### src/rtl/progress_tracker.sv
// Progress bar producer: converts loader start/advance/abort pulses into the
// current/max/enable triple for the overlay, with post-completion hold and stall hide.
module progress_tracker #(
    parameter logic [25:0] HOLD_CYCLES  = 26'd32_000_000,
    parameter logic [25:0] STALL_CYCLES = 26'd64_000_000,
    parameter logic [24:0] MIN_MAX      = 25'd128
) (
    input  logic        clk,
    input  logic        reset_n,
    input  logic        start,
    input  logic [24:0] size,
    input  logic        advance,
    input  logic        abort,
    output logic [24:0] current,
    output logic [24:0] max,
    output logic        enable,
    output logic        busy,
    output logic        done
);

    typedef enum logic [1:0] {
        IDLE   = 2'd0,
        ACTIVE = 2'd1,
        HOLD   = 2'd2
    } state_t;

    state_t      state_reg, state_next;
    logic [25:0] timer_reg, timer_next;
    logic [24:0] count_reg, count_next;
    logic [24:0] size_reg, size_next;
    logic [24:0] current_reg, current_next;
    logic [24:0] max_reg, max_next;
    logic        enable_reg, enable_next;
    logic        done_reg, done_next;
    logic [24:0] count_inc;

    assign count_inc = count_reg + 25'd1;

    always_ff @(posedge clk or negedge reset_n) begin
        if (!reset_n) begin
            state_reg   <= IDLE;
            timer_reg   <= 26'd0;
            count_reg   <= 25'd0;
            size_reg    <= 25'd0;
            current_reg <= 25'd0;
            max_reg     <= MIN_MAX;
            enable_reg  <= 1'b0;
            done_reg    <= 1'b0;
        end else begin
            state_reg   <= state_next;
            timer_reg   <= timer_next;
            count_reg   <= count_next;
            size_reg    <= size_next;
            current_reg <= current_next;
            max_reg     <= max_next;
            enable_reg  <= enable_next;
            done_reg    <= done_next;
        end
    end

    always_comb begin
        state_next   = state_reg;
        timer_next   = timer_reg;
        count_next   = count_reg;
        size_next    = size_reg;
        current_next = current_reg;
        max_next     = max_reg;
        enable_next  = enable_reg;
        done_next    = 1'b0;

        if (start) begin
            // A small size is clamped so the overlay step max[24:7] is never zero.
            max_next   = (size < MIN_MAX) ? MIN_MAX : size;
            size_next  = size;
            count_next = 25'd0;
            timer_next = 26'd0;
            enable_next = 1'b1;
            if (size == 25'd0) begin
                state_next   = HOLD;
                current_next = MIN_MAX;
                done_next    = 1'b1;
            end else begin
                state_next   = ACTIVE;
                current_next = 25'd0;
            end
        end else begin
            case (state_reg)
                ACTIVE: begin
                    if (abort) begin
                        state_next  = HOLD;
                        timer_next  = 26'd0;
                        enable_next = 1'b1;
                    end else if (advance) begin
                        count_next  = count_inc;
                        timer_next  = 26'd0;
                        enable_next = 1'b1;
                        if (count_inc == size_reg) begin
                            state_next   = HOLD;
                            current_next = max_reg;
                            done_next    = 1'b1;
                        end else begin
                            current_next = (count_inc > max_reg) ? max_reg : count_inc;
                        end
                    end else if (timer_reg == STALL_CYCLES - 26'd1) begin
                        // Timer parks here so the bar stays hidden until the next advance.
                        enable_next = 1'b0;
                    end else begin
                        timer_next = timer_reg + 26'd1;
                    end
                end
                HOLD: begin
                    if (abort || timer_reg == HOLD_CYCLES - 26'd1) begin
                        state_next  = IDLE;
                        enable_next = 1'b0;
                    end else begin
                        timer_next  = timer_reg + 26'd1;
                        enable_next = 1'b1;
                    end
                end
                default: begin
                end
            endcase
        end
    end

    assign current = current_reg;
    assign max     = max_reg;
    assign enable  = enable_reg;
    assign done    = done_reg;
    assign busy    = (state_reg == ACTIVE);

endmodule

### config.mk
export PLATFORM = sky130hd
export DESIGN_NAME = progress_tracker
export DESIGN_NICKNAME = d
export VERILOG_FILES = /design/src/rtl/progress_tracker.sv
export SDC_FILE = /design/constraint.sdc
export NUM_CORES = 1
export LEC_CHECK = 0
export BUFFER_PORTS_ARGS = -buffer_cell sky130_fd_sc_hd__buf_2
export CORE_MARGIN = 8
export CORE_UTILIZATION = 58
export CTS_BUF_LIST = sky130_fd_sc_hd__clkbuf_8
export CTS_CLUSTER_DIAMETER = 200
export DETAILED_ROUTE_END_ITERATION = 10
export GPL_TIMING_DRIVEN = 0
export PLACE_DENSITY = 0.89
export SKIP_CTS_REPAIR_TIMING = 1
export SYNTH_ARGS = -nofsm -noshare
export SYNTH_HDL_FRONTEND = slang
export SYNTH_SLANG_ARGS = --single-unit
### constraint.sdc
create_clock -name clk -period 5.8 [get_ports clk]
set_clock_uncertainty 0.1 [all_clocks]
set_input_delay 0.58 -clock clk [delete_from_list [all_inputs] [get_ports clk]]
set_output_delay 0.58 -clock clk [all_outputs]
set_load 0.005 [all_outputs]
==> results.json <==
{
  "power_mw": 2.04,
  "dp_slack_ns": -0.251,
  "drv_slew": 0,
  "largest_reg_flops": 26,
  "final_common_cell": "dfrtp_1",
  "rows": 43,
  "die_h_um": 134,
  "fin_crit_sh_pct": 96.8,
  "vias_per_cell": 6.63,
  "routed_wirelength_um": 28100,
  "initial_core_util_pct": 58.7,
  "power.density_mw_per_mm2": 222,
  "setup_viol": 0,
  "critPathRequiredTime_ns": 6.07,
  "final_core_util_pct": 66.8,
  "io_pins": 83,
  "clk_pin_slew_worst_paths_ns": 0.08,
  "worst_pin_slew_ns": 1.21,
  "async_reset_ff_share_pct": 100,
  "yosysWarnings": 0,
  "firstDrtPassIters": 8,
  "design.core.area_sq_mm": 0.0138,
  "cts_root_buf": "clkbuf_8",
  "critPathMaxFanout": 10,
  "gp_congestion": 1.00,
  "worstPathCellList": "ha_1 > nand3_1 > or4_1 > buf_2 > nor4_2 > xor2_1 > ha_1 > nand4_1 > or2_2 > a2111oi_0 > a221oi_1 > o21ai_2 > nand2_1 > clkbuf_1 > a2bb2oi_1 > a31oi_1",
  "grt_pass1_vias": 7784,
  "max_freq_ghz": 0.178,
  "drive_above_1_share_pct": 13.1,
  "hpwl_um": 21000,
  "setup.worst_path.end_class": "register",
  "wire_per_inst_um": 22.5,
  "hp-class": "primary input to register",
  "cp_common_cell": "ha_1",
  "period_needed_ns": 5.62,
  "ys_seq_elements": 130,
  "grt_pass1_wl_um": 43400,
  "htreeDepth": 4,
  "synthFlopType": "dfrtp_1",
  "rsz0062_at_grt": "false",
  "synth-edff-count": 0,
  "finalWorstSetupSlack_ns": 0.184,
  "finalHoldViolations": 0,
  "vias": 8259,
  "critPathKind": "register to register",
  "nets": 1110,
  "relSlewSlack_pct": 18.4,
  "stdcell_count": 1246,
  "clk_latency_ns": 0.48,
  "total_leakage_power_nw": 4.14,
  "syn_area_per_cell_sq_um": 8.50,
  "vdd_drop_max_mv": 0.257,
  "cp.arrival_ns": 5.89,
  "synth_seq_area_share_pct": 40.2,
  "cts_tree": "done",
  "fillers": 1171,
  "maxCapViolations": 0,
  "syn_to_final_growth_pct": 13.8,
  "cpMaxStageDelayCell": "a2111oi_0",
  "cts_max_path_buffers": 2,
  "synth.distinct_cells": 65,
  "grt_use_total_pct": 31.5,
  "portBuffers": 81,
  "synthTopCellsByArea": "dfrtp_1 (40%), o21ai_0 (6.3%), nand2_1 (5.0%)",
  "die_w_um": 134,
  "synthesis.nets": 1008,
  "drc": 0,
  "grt_max_degree": 100,
  "antenna_found_initial": 0,
  "fin_area_sq_mm": 0.00920,
  "outcome": "finished, final reports clean",
  "synth.top_cell.area_share_pct": 39.9,
  "syn_area_sq_mm": 0.00809,
  "first_iter_violations": 961,
  "synth_top_cell_by_area": "dfrtp_1",
  "numCtsBuffers": 17,
  "crit_path_max_incr_delay_ns": 0.57,
  "cp-start-kind": "register",
  "dpl.cell_count": 1214,
  "antenna-diode-count": 0,
  "layout_common_cells": "dfrtp_1 (129), nand2_1 (107), o21ai_0 (101)",
  "die_area_sq_mm": 0.0180,
  "cts_sinks": 130,
  "placed_area_sq_mm": 0.00876,
  "syn_inst": 951,
  "postRouteAntennaNets": 0,
  "gr-total-overflow": 0
}
[where the power goes]
| part | internal (mW) | total [mW] | switching [mW] |
|---|---|---|---|
| clock network | 0.422 | 0.801 | 0.380 |
| registers | 0.942 | 0.977 | 0.0352 |
| logic | 0.0880 | 0.260 | 0.172 |
| total | 1.45 | 2.04 | 0.587 |
[stage by stage]
stage          setup TNS [ns]  hold WS [ns]
6_report                    0         0.265
5_1_grt                     0         0.260
4_1_cts                 -3.63        -0.120
3_5_place_dp            -2.56         0.381
3_3_place_gp            -3.84         0.375
2_1_floorplan               0         0.184
[worst paths after layout]
| path | startpoint | to | slack [ns] | cells past startpoint |
|---|---|---|---|---|
| worst max-delay path | count_reg[0]$_DFFE_PN0P_ | current[22]$_DFFE_PN0P_ | 0.18 | 16 |
| worst min-delay path | size[22] | max[22]$_DFFE_PN0P_ | 0.26 | 3 |
| worst max register to register | count_reg[0]$_DFFE_PN0P_ | current[22]$_DFFE_PN0P_ | 0.18 | 16 |
| worst min register to register | timer_reg[10]$_DFFE_PN0P_ | timer_reg[10]$_DFFE_PN0P_ | 0.41 | 1 |
| max in group asynchronous | reset_n | max[7]$_DFFE_PN1P_ | 4.35 | 3 |
| min in group asynchronous | reset_n | timer_reg[3]$_DFFE_PN0P_ | 0.46 | 2 |
[worst max-delay path, delay by kind of cell, from the launching register on]
kind | cells | cell delay, ns
AOI/OAI and AO/OA | 5 | 1.49
xor gates and xnor gates | 1 | 0.18
adders and majority gates | 2 | 0.63
buffers and inverters | 2 | 0.58
DFF | 1 | 0.50
and+or+nand+nor | 6 | 2.02
[cell type report]
type	instances	area, sq um	share of cell area (%)
flip-flops and latches	130	3250	35.4
well taps	180	225	2.45
clock buffers	21	289	3.14
clock inverters	11	111	1.21
multi-input cells	687	4340	47.2
plain buffers	65	270	2.94
repair buffers	84	454	4.94
inverters	68	255	2.77
[synthesized netlist by cell type (4+ instances only)]
library cell	instances
o31ai_1	9
a21oi_1	36
or2_2	4
a211oi_1	6
and3_1	6
nand2_1	107
inv_1	68
xnor2_1	32
o21ai_0	101
clkbuf_1	49
buf_2	8
nor3_1	21
nand4_1	34
or3_1	18
o2111ai_1	4
buf_1	6
nor4_1	19
a21o_1	9
nor2b_1	7
nand3_1	41
xor2_1	22
o211ai_1	15
dfrtp_1	129
xnor3_1	6
ha_1	27
a31oi_1	24
and4_1	8
a2bb2oi_1	8
o22ai_1	10
mux2i_1	8
nor2_1	54
[routing by layer]
layer	up-vias	GRT usage [%]	wire length, um
met5	-	0	0
met4	0	15.5	1170
met3	89	8.56	3480
met2	616	46.4	12300
met1	3930	41.9	11200
li1	3624	-	-
[kinds of logic after synthesis]
kind of cell | synth area share, %
simple gates | 21.3
mux | 1.13
xor+xnor | 7.52
compound gates | 19.1
buf+inv | 6.53
fa+ha+maj | 4.18
flops | 40.2
(Power assumes the default switching activity.)
